**config.mk**
```make
export PLATFORM = sky130hd
export DESIGN_NAME = decode_seq
export DESIGN_NICKNAME = d
export VERILOG_FILES = /design/src/rtl/decode_seq.sv
export SDC_FILE = /design/constraint.sdc
export NUM_CORES = 1
export LEC_CHECK = 0
export ABC_AREA = 1
export ABC_CLOCK_PERIOD_IN_PS = 1220
export CAP_MARGIN = 20
export CORE_AREA = 3 3 40 42
export CTS_BUF_LIST = sky130_fd_sc_hd__clkbuf_8
export CTS_CLUSTER_DIAMETER = 80
export DETAILED_ROUTE_END_ITERATION = 6
export DIE_AREA = 0 0 43 45
export SLEW_MARGIN = 20
export SYNTH_ARGS = -nofsm -noshare
export SYNTH_HDL_FRONTEND = slang
export SYNTH_SLANG_ARGS = --single-unit
```
**constraint.sdc**
```tcl
create_clock -name clk -period 1.22 [get_ports clk]
set_input_delay 0.244 -clock clk [delete_from_list [all_inputs] [get_ports clk]]
set_output_delay 0.244 -clock clk [all_outputs]
set_load 0.01 [all_outputs]
```
**src/rtl/decode_seq.sv**
```systemverilog
// Registered one-hot decoder/sequencer: an index register stepped by load/inc/dec
// commands, with its one-hot decode and wrap/saturation status pulses registered alongside.
module decode_seq #(
  parameter int unsigned IN_WIDTH    = 2,
  parameter int unsigned RESET_INDEX = 0,
  parameter int unsigned WRAP        = 1
) (
  input  logic                       clk,
  input  logic                       reset,
  input  logic                       en,
  input  logic [1:0]                 mode,
  input  logic [IN_WIDTH-1:0]        in,
  output logic [(1<<IN_WIDTH)-1:0]   out,
  output logic [IN_WIDTH-1:0]        index,
  output logic                       wrapped,
  output logic                       at_limit
);

  localparam int unsigned            OUT_WIDTH = 1 << IN_WIDTH;
  localparam logic [IN_WIDTH-1:0]    MAX_IDX   = '1;
  localparam logic [IN_WIDTH-1:0]    ONE       = IN_WIDTH'(1);
  localparam logic [IN_WIDTH-1:0]    RST_IDX   = IN_WIDTH'(RESET_INDEX);
  localparam logic [OUT_WIDTH-1:0]   RST_OUT   = OUT_WIDTH'(1) << RESET_INDEX;

  localparam logic [1:0] MODE_HOLD = 2'b00;
  localparam logic [1:0] MODE_LOAD = 2'b01;
  localparam logic [1:0] MODE_INC  = 2'b10;
  localparam logic [1:0] MODE_DEC  = 2'b11;

  logic [IN_WIDTH-1:0]  next_index;
  logic [OUT_WIDTH-1:0] next_out;
  logic                 next_wrapped;
  logic                 next_at_limit;

  always_comb begin
    next_index    = index;
    next_wrapped  = 1'b0;
    next_at_limit = 1'b0;
    if (en) begin
      case (mode)
        MODE_LOAD: next_index = in;
        MODE_INC: begin
          if (index != MAX_IDX) begin
            next_index = index + ONE;
          end else if (WRAP != 0) begin
            next_index   = '0;
            next_wrapped = 1'b1;
          end else begin
            next_at_limit = 1'b1;
          end
        end
        MODE_DEC: begin
          if (index != '0) begin
            next_index = index - ONE;
          end else if (WRAP != 0) begin
            next_index   = MAX_IDX;
            next_wrapped = 1'b1;
          end else begin
            next_at_limit = 1'b1;
          end
        end
        default: next_index = index;
      endcase
    end
  end

  // Decode from next_index so out and index always update on the same edge.
  always_comb begin
    next_out             = '0;
    next_out[next_index] = 1'b1;
  end

  always_ff @(posedge clk) begin
    if (reset) begin
      index    <= RST_IDX;
      out      <= RST_OUT;
      wrapped  <= 1'b0;
      at_limit <= 1'b0;
    end else begin
      index    <= next_index;
      out      <= next_out;
      wrapped  <= next_wrapped;
      at_limit <= next_at_limit;
    end
  end

endmodule

```
==> results of run 1 <==
-- final timing paths --
path / start / to / slack [ns]
setup / recovery: index[1] / index[1] / 0.03
hold / removal: mode[0] / wrapped / 0.57
setup reg to reg: index[0] / out[0] / 0.05
hold reg to reg: index[1] / index[1] / 0.66
-- what timing repair did --
action | in CTS | in global routing
pin swaps | 3 | 7
setup endpoints to repair | 11 | 7
resized for setup | 12 | 18
-- routing by layer --
metal | GRT usage | wire, um | up-vias
li1 | - | - | 221
met1 | 0.1159 | 366 | 193
met2 | 0.1737 | 476 | 11
met3 | 0.05976 | 59 | 0
met4 | 0.03614 | 0 | 0
met5 | 0 | 0 | -
-- layout by cell type, fill, tap and decap left out, types with 2 or more instances in the layout --
master and count:
nand2_2 7, inv_2 8, ha_4 2, dlygate4sd2_1 8
nand2_1 9, nor2_1 4, buf_6 2, nor2_4 2
nand3_2 4, nor2_2 4, clkdlybuf4s50_1 4, inv_1 9
dfxtp_1 5, buf_4 3, clkbuf_8 3
-- flip-flops by register name, summed over array words and instances (netlist names) --
name,cells
out,4
wrapped,1
index,2
-- report_power, final --
part / internal (uW) / switching [uW]
Clock: 216 / 87.0
Combinational: 99.0 / 114
Sequential: 247 / 6.73
-- worst max-delay path: stages (launching register included) --
cell,delay [ns]
dfxtp_2,0.31
buf_4,0.14
dlygate4sd2_1,0.28
-- per-stage QoR --
stage / setup TNS [ns] / hold slack [ns] / setup WS [ns] / power (uW)
after detailed placement: -1.587 / 0.6499 / -0.2675 / 444.3
after CTS: 0 / 0.5592 / 0.005046 / 749.8
after global routing: -0.1450 / 0.5967 / -0.04981 / 820.2
after floorplan: 0 / 0.3168 / 0.002167 / 363.8
final: 0 / 0.5713 / 0.02678 / 770.4
after global placement: -1.547 / 0.6490 / -0.2564 / 442.5
-- kinds of logic (layout without fill, tap and decap cells) --
kind of cell / count (synthesis) / count (layout) / share of synthesized area
other: 1 / 1 / 0.008738
and+or+nand+nor: 31 / 31 / 0.3557
AOI/OAI and AO/OA: 3 / 3 / 0.04956
DFF: 7 / 7 / 0.3265
buffers and inverters: 20 / 40 / 0.2012
adders and majority gates: 2 / 2 / 0.05830
-- cell type report --
cell class | count | share of cell area
Timing Repair Buffer | 18 | 0.2345
Clock buffer | 3 | 0.05861
Inverter | 18 | 0.09947
Multi-Input combinational cell | 37 | 0.3694
Sequential cell | 7 | 0.2060
Tap cell | 15 | 0.02664
Clock inverter | 1 | 0.005329
==> reports/qor.yml, run 1 <==
status:
  status: "completed"
detailed_routing:
  via_per_inst: 4.293
  drcViolationCount: 0
  vias: 425
  drtAntennaViolNets: 0
  initialDrtViolationCount: 4
  wire_per_inst_um: 9.111
  wl_um: 902
  dr.pass1.iters: 2
yosys:
  syn_avg_cell_area_um2: 6.706
  netlist_instances: 64
  seq_area_frac_synth: 0.3265
  ys_types: 18
  yosysTopAreaCell: "dfxtp_1"
  ys_warn_count: 0
  synth-seq-cells: 7
  synth_edf_count: 0
  yosys-top-cells-count: "13 x inv_1, 13 x nand2_1, 7 x dfxtp_1, 5 x nor2_1"
  synth_top_area_share: 0.3265
  yosys-top-cells-area: "dfxtp_1 33%, inv_1 11%, nand2_1 11%"
  synthArstFlopShare: 0
  synth_fp_nets: 73
  synth_area_um2: 429.2
  synth-main-ff-cell: "dfxtp_1"
global_routing:
  grt_first_pass_wirelength_mm: 1.490
  antenna_found_initial: 0
  grt_use_total: 0.1058
  grt_max_degree: 9
  grt_overflow: 0
  grt_pass1_vias: 393
final_layout:
  drive_gt1_frac: 0.4643
  multiInputGateArea_um2: 260.3
  seqCellArea_um2: 145.1
  fill_cells: 120
  layoutNonFillerInstCount: 99
  fin_area_um2: 704.4
  utilization: 0.5482
  syn2layout_area_growth_pct: 64.14
  final_nets: 94
  diodes: 0
placed_design:
  dp.cells: 95
  io_buffers: 13
  dpl_cell_area_um2: 601.8
  globalplace.congestion: 0.7275
  dp_hpwl_um: 686.7
floorplan:
  die_x_um: 43
  die_area_mm2: 0.001935
  dieHeight_um: 45
  core_area_mm2: 0.001285
  pin_count: 15
  num_rows: 13
  start_util: 0.3340
clocking:
  cts_tree: "yes"
  clock-root-buffer: "clkbuf_8"
  clkTransAtPathRegs_ns: 0.04
  post_cts.repair.setup_buffers: 0
  numCtsBuffers: 3
  cts.sinks: 7
  holdBufCountCts: 0
  cts_max_level: 1
  clock_tree.buffer_depth: 2
  clock_latency_ns: 0.22
setup_path:
  rr_worst_depth: 9
  arrival_ns: 0.95
  worst_setup_path_start_kind: "flop"
  worst-path-max-fanout: 2
  worstPathRequired_ns: 0.98
  crit_type: "reg2out"
  worst_setup_path_end_kind: "output pin"
worst_hold_path:
  hp-class: "in2reg"
  holdPathStages: 5
pwr:
  p_leak_uw: 0.0003704
  p_per_area_mw_per_mm2: 1094
  ir_drop_uv: 572.8
sta:
  finClkSkew_ns: 0.001663
  fmax_ghz: 0.8381
  finalHoldViolCount: 0
  min_period_over_period: 0.9781
  min_period_ns: 1.193
  rsz0062_at_grt: "yes"
  setup_viol: 0
  final_max_slew_viol_count: 0
flow_run:
  maxCapViolations: 0
Power figures use the tool's default switching activity.
==> run 2, diff against run 1 <==
ABC_CLOCK_PERIOD_IN_PS = 1100   (was 1220)
MAX_ROUTING_LAYER = met4   (was default)
clock period = 1.1 ns   (was 1.22 ns; I/O delays follow)
==> run 2 against run 1 <==
The flow now finishes with violations (negative setup slack). Register-to-register slack got worse by 0.12 ns. Hold slack improved by 0.0052 ns. Setup slack got worse by 0.095 ns. First-iteration DRC count fell by 50%. Global-route usage rose by 0.23 points. Routed wire length fell by 8.8%. Sequential share of layout area rose by 1.3 points. Utilization fell by 3.2 points.
==> reports/qor.yml, run 2 (synthesis gave the netlist of run 1 again) <==
setup_path:
  arrival_ns: 1.33
  max_stage_delay_ns: 0.32
  rrSetupSlack_ns: -0.07
  crit_family: "simple AND/OR/NAND/NOR gates"
  crit_chain: "buf_4, ha_1, nor2_1, nand2_1, nand2_2, inv_1, nand2_2, nand3_2, nor2_2"
  crit_path_end: "out[1]"
  r2r_end: "out[1]"
  worst-path-buf-inv: 2
  worstPathRequired_ns: 1.27
  rr_worst_depth: 9
  path_common_cell: "nand2_2"
  startpoint: "index[1]"
  worst-path-max-fanout: 3
  crit_slowest_cell: "dfxtp_2"
  worst_setup_path_end_kind: "flop"
  crit_type: "reg2reg"
  r2r-start: "index[1]"
  crit_cells: 9
  worst_setup_path_start_kind: "flop"
sta:
  fmax_ghz: 0.8559
  whs_ns: 0.5765
  min_period_over_period: 1.062
  rsz0062_at_grt: "yes"
  min_period_ns: 1.168
  setup_viol: 6
  finClkSkew_ns: 0.001722
  final_max_slew_viol_count: 0
  setup_slack_ns: -0.06831
  finalHoldViolCount: 0
floorplan:
  core_area_mm2: 0.001285
  die_x_um: 43
  num_rows: 13
  start_util: 0.3340
  dieHeight_um: 45
  die_area_mm2: 0.001935
  pin_count: 15
final_layout:
  syn2layout_area_growth_pct: 54.52
  reg_top3: "out: 4 flops, index: 2 flops, wrapped: 1 flops"
  final_nets: 93
  diodes: 0
  drive_gt1_frac: 0.4337
  final_common_cell: "nand2_1"
  regMostFlops: "out"
  layout_common_cells: "11 x nand2_1, 10 x inv_2, 9 x dlygate4sd2_1, 7 x inv_1"
  layoutNonFillerInstCount: 98
  utilization: 0.5161
  largest_register_ffs: 4
clocking:
  cts_max_level: 1
  cts_tree: "yes"
  clock_latency_ns: 0.22
  cts.sinks: 7
  holdBufCountCts: 0
  numCtsBuffers: 3
  clock-root-buffer: "clkbuf_8"
  clock_tree.buffer_depth: 2
  clkTransAtPathRegs_ns: 0.04
pwr:
  ir_drop_uv: 744.2
  p_per_area_mw_per_mm2: 1274
  p_leak_uw: 0.0003596
global_routing:
  grt_use_total: 0.1082
  grt_pass1_vias: 352
  grt_first_pass_wirelength_mm: 1.414
  antenna_found_initial: 0
  grtUsageMet3: 0.07570
  grt_overflow: 0
  grt_max_degree: 9
  gr-usage-met2: 0.1527
  grt_use_met1: 0.1208
  grt.busiest_layer: "met2"
flow_run:
  maxCapViolations: 0
detailed_routing:
  drtAntennaViolNets: 0
  wire_per_inst_um: 8.398
  initialDrtViolationCount: 2
  dr.pass1.iters: 5
  via_per_inst: 4.143
  drcViolationCount: 0
  wl_um: 823
  vias: 406
worst_hold_path:
  hp-class: "in2reg"
placed_design:
  dp.cells: 92
  io_buffers: 13
  dp_hpwl_um: 709.8
  globalplace.congestion: 0.6968
status:
  status: "finished with violations"
  violations: "negative setup slack"
run 2: cell types whose count changed in the layout (fill, tap and decap cells not counted), moves of 2 or more:
cell / previous run / this run
buf_6: 2 / 0
inv_1: 9 / 7
inv_2: 8 / 10
nand2_1: 9 / 11
nand2_2: 7 / 5
run 2: through the flow:
stage          cell area, um2  TNS [ns]  total power, uW  setup slack [ns]
6_report                663.1   -0.3221            844.8          -0.06831
5_1_grt                 663.1   -0.7694            913.8           -0.1496
4_1_cts                 645.6   -0.3298            846.6          -0.08469
3_5_place_dp            606.8    -2.802            502.7           -0.4301
3_3_place_gp            606.8    -2.683            498.8           -0.4221
2_1_floorplan           461.7  -0.09682            421.6          -0.04628
run 2: worst min-delay path by stage:
stage,start,depth (start not counted),slack (ns),end
after floorplan,reset,1,0.29,wrapped
after CTS,reset,2,0.58,wrapped
after detailed placement,index[1],4,0.66,index[1]
after global placement,index[1],4,0.65,index[1]
final,reset,2,0.58,wrapped
after global routing,reset,2,0.61,wrapped
run 2: metal layers:
layer | vias to the layer above | share of wire
li1 | 219 | -
met2 | 15 | 0.48
met5 | - | 0
met3 | 0 | 0.10
met4 | 0 | 0
met1 | 172 | 0.41
run 2: cell type report:
type                       count  area [um2]
clock buffer                   3       41.29
clock inverter                 1       3.754
fill                         147       621.8
inverter                      18       70.07
multi-input combinational     37       235.2
sequential                     7       145.1
tap                           15       18.77
timing repair buffer          17       148.9
run 2: where the power goes:
part	switching, uW	internal, uW	total [uW]
sequential	10.0	274	284
combinational	114	101	215
clock	105	241	345
run 2: repair_timing:
| action | in CTS | in global routing |
|---|---|---|
| resized for setup | 12 | 4 |
| setup endpoints to repair | 14 | 7 |
| pin swaps | 2 | 6 |
| setup buffers | 0 | 2 |
==> run 3, diff against run 2 <==
==> constraint.sdc (replaced) <==
create_clock -name clk -period 1.1 [get_ports clk]
set_input_delay 0.11 -clock clk [delete_from_list [all_inputs] [get_ports clk]]
set_output_delay 0.11 -clock clk [all_outputs]
set_load 0.01 [all_outputs]
==> run 3 against run 2 <==
The run still ends with negative setup slack left. Global-route usage is 0.17 points higher. Flip-flop and latch count stayed put. First-iteration DRC count is 100% higher. Utilization is 0.68 points lower. Sequential share of layout area is 0.29 points higher. Clock skew is 0.0015 ns lower. Via count is 2.7% lower. Critical path type unchanged. Critical endpoint is now out[0]. Largest cell class unchanged. Largest power group unchanged. Highest routed layer is now met4.
==> reports/qor.yml, run 3 (synthesis gave the netlist of run 1 again) <==
final_layout:
  largest_register_ffs: 4
  layoutNonFillerInstCount: 97
  final_nets: 92
  regMostFlops: "out"
  syn2layout_area_growth_pct: 52.48
  diodes: 0
  fill_cells: 145
  reg_top3: "out: 4 flops, index: 2 flops, wrapped: 1 flops"
  final_common_cell: "nand2_1"
  drive_gt1_frac: 0.3902
  layout_common_cells: "11 x nand2_1, 10 x inv_1, 8 x inv_2, 8 x dlygate4sd2_1"
sta:
  finClkSkew_ns: 0.0001984
  min_period_ns: 1.169
  final_max_slew_viol_count: 0
  setup_slack_ns: -0.06941
  finalHoldViolCount: 0
  setup_viol: 5
  min_period_over_period: 1.063
  fmax_ghz: 0.8551
  fin_tns_setup_ns: -0.2593
  rsz0062_at_grt: "yes"
pwr:
  p_sw_uw: 225.3
  comb_power_share: 0.247
  internal_power_uw: 610.1
  p_per_area_mw_per_mm2: 1277
  p_clk_frac: 0.414
  p_leak_uw: 0.0003566
  ir_drop_uv: 999.5
  netSwitchingFraction: 0.2697
  power_uw: 835.4
  seqPwrFrac: 0.339
floorplan:
  core_area_mm2: 0.001285
  start_util: 0.3340
  dieHeight_um: 45
  die_x_um: 43
  num_rows: 13
  pin_count: 15
  die_area_mm2: 0.001935
detailed_routing:
  via_per_inst: 4.072
  wire_per_inst_um: 8.598
  dr.pass1.iters: 2
  drcViolationCount: 0
  vias: 395
  wl_um: 834
  initialDrtViolationCount: 4
  drtAntennaViolNets: 0
worst_hold_path:
  hp-start: "reset"
  hp-class: "in2reg"
  holdPathEnd: "wrapped"
  holdPathStages: 2
clocking:
  cts.sinks: 7
  cts_tree: "yes"
  holdBufCountCts: 0
  numCtsBuffers: 3
  cts_max_level: 1
  clock_tree.buffer_depth: 2
  clock-root-buffer: "clkbuf_8"
  clock_latency_ns: 0.22
  clkTransAtPathRegs_ns: 0.04
global_routing:
  grt_pass1_vias: 377
  grt_max_degree: 9
  grt_first_pass_wirelength_mm: 1.511
  grt_use_total: 0.1099
  antenna_found_initial: 0
  grt_overflow: 0
setup_path:
  worst_setup_path_start_kind: "flop"
  arrival_ns: 1.28
  r2r_end: "out[0]"
  max_stage_delay_ns: 0.36
  crit_chain: "inv_2, ha_4, nand3_2, nand2_1, inv_1, nand2_2, nand2_2, nand2_1, nand2_1"
  rrSetupSlack_ns: -0.07
  rr_worst_depth: 9
  crit_slowest_cell: "dfxtp_4"
  worst-path-buf-inv: 2
  worst-path-max-fanout: 3
  crit_family: "flip-flops"
  crit_type: "reg2reg"
  path_common_cell: "nand2_1"
  worst_setup_path_end_kind: "flop"
  worstPathRequired_ns: 1.22
  r2r-start: "index[0]"
placed_design:
  io_buffers: 13
  dp_hpwl_um: 684.6
  dp.cells: 93
  globalplace.congestion: 0.6767
status:
  violations: "negative setup slack"
  status: "finished with violations"
flow_run:
  maxCapViolations: 0
run 3: final cells by class:
| class | count | area [um2] | share of cell area |
|---|---|---|---|
| timing repair buffer | 16 | 142.6 | 0.2180 |
| clock inverter | 1 | 3.754 | 0.005736 |
| multi-input combinational | 37 | 235.2 | 0.3595 |
| inverter | 18 | 67.56 | 0.1033 |
| sequential | 7 | 145.1 | 0.2218 |
| clock buffer | 3 | 41.29 | 0.06310 |
| tap | 15 | 18.77 | 0.02868 |
run 3: how the worst max path moves through the flow:
stage | cells after the start | slack, ns | endpoint | from
after floorplan | 10 | -0.05 | out[0] | index[1]
after global placement | 7 | -0.30 | out[2] | mode[0]
after detailed placement | 7 | -0.33 | out[2] | mode[0]
after CTS | 10 | -0.08 | out[0] | index[1]
after global routing | 10 | -0.15 | out[0] | index[1]
final | 9 | -0.07 | out[0] | index[0]
run 3: power groups by stage:
stage | logic (uW) | registers, uW | clock network (uW)
after floorplan | 123 | 298 | 0
after global placement | 215 | 287 | 0
after detailed placement | 217 | 288 | 0
after CTS | 209 | 284 | 365
after global routing | 231 | 285 | 383
final | 206 | 283 | 346
run 3: worst reg2reg max path, stage by stage, from the launching register on:
cell     delay [ns]
dfxtp_4        0.36
inv_2          0.05
ha_4           0.26
nand3_2        0.05
nand2_1        0.07
inv_1          0.04
nand2_2        0.07
nand2_2        0.06
nand2_1        0.06
nand2_1        0.04
run 3: layer usage:
layer / global-route usage / up-vias / share of wire
met4: 0.03614 / 0 / 0.0096
met2: 0.1647 / 10 / 0.47
met3: 0.05976 / 2 / 0.071
met1: 0.1256 / 166 / 0.45
met5: - / - / 0
li1: - / 217 / -
run 3: through the flow:
stage	util	setup WS (ns)	instance area, um2	hold WS, ns
after floorplan	-	-0.04628	461.7	0.1828
after global placement	0.4781	-0.3047	614.3	0.6459
final	0.5093	-0.06941	654.4	0.4535
after detailed placement	0.4781	-0.3323	614.3	0.6489
after global routing	0.5093	-0.1542	654.4	0.4647
after CTS	0.5093	-0.07745	654.4	0.4527
run 3: repair_timing:
action,4_1_cts,5_1_grt
setup endpoints to repair,13,6
pin swaps,2,2
setup buffers,0,0
gates resized for setup,13,0
cloned,0,0
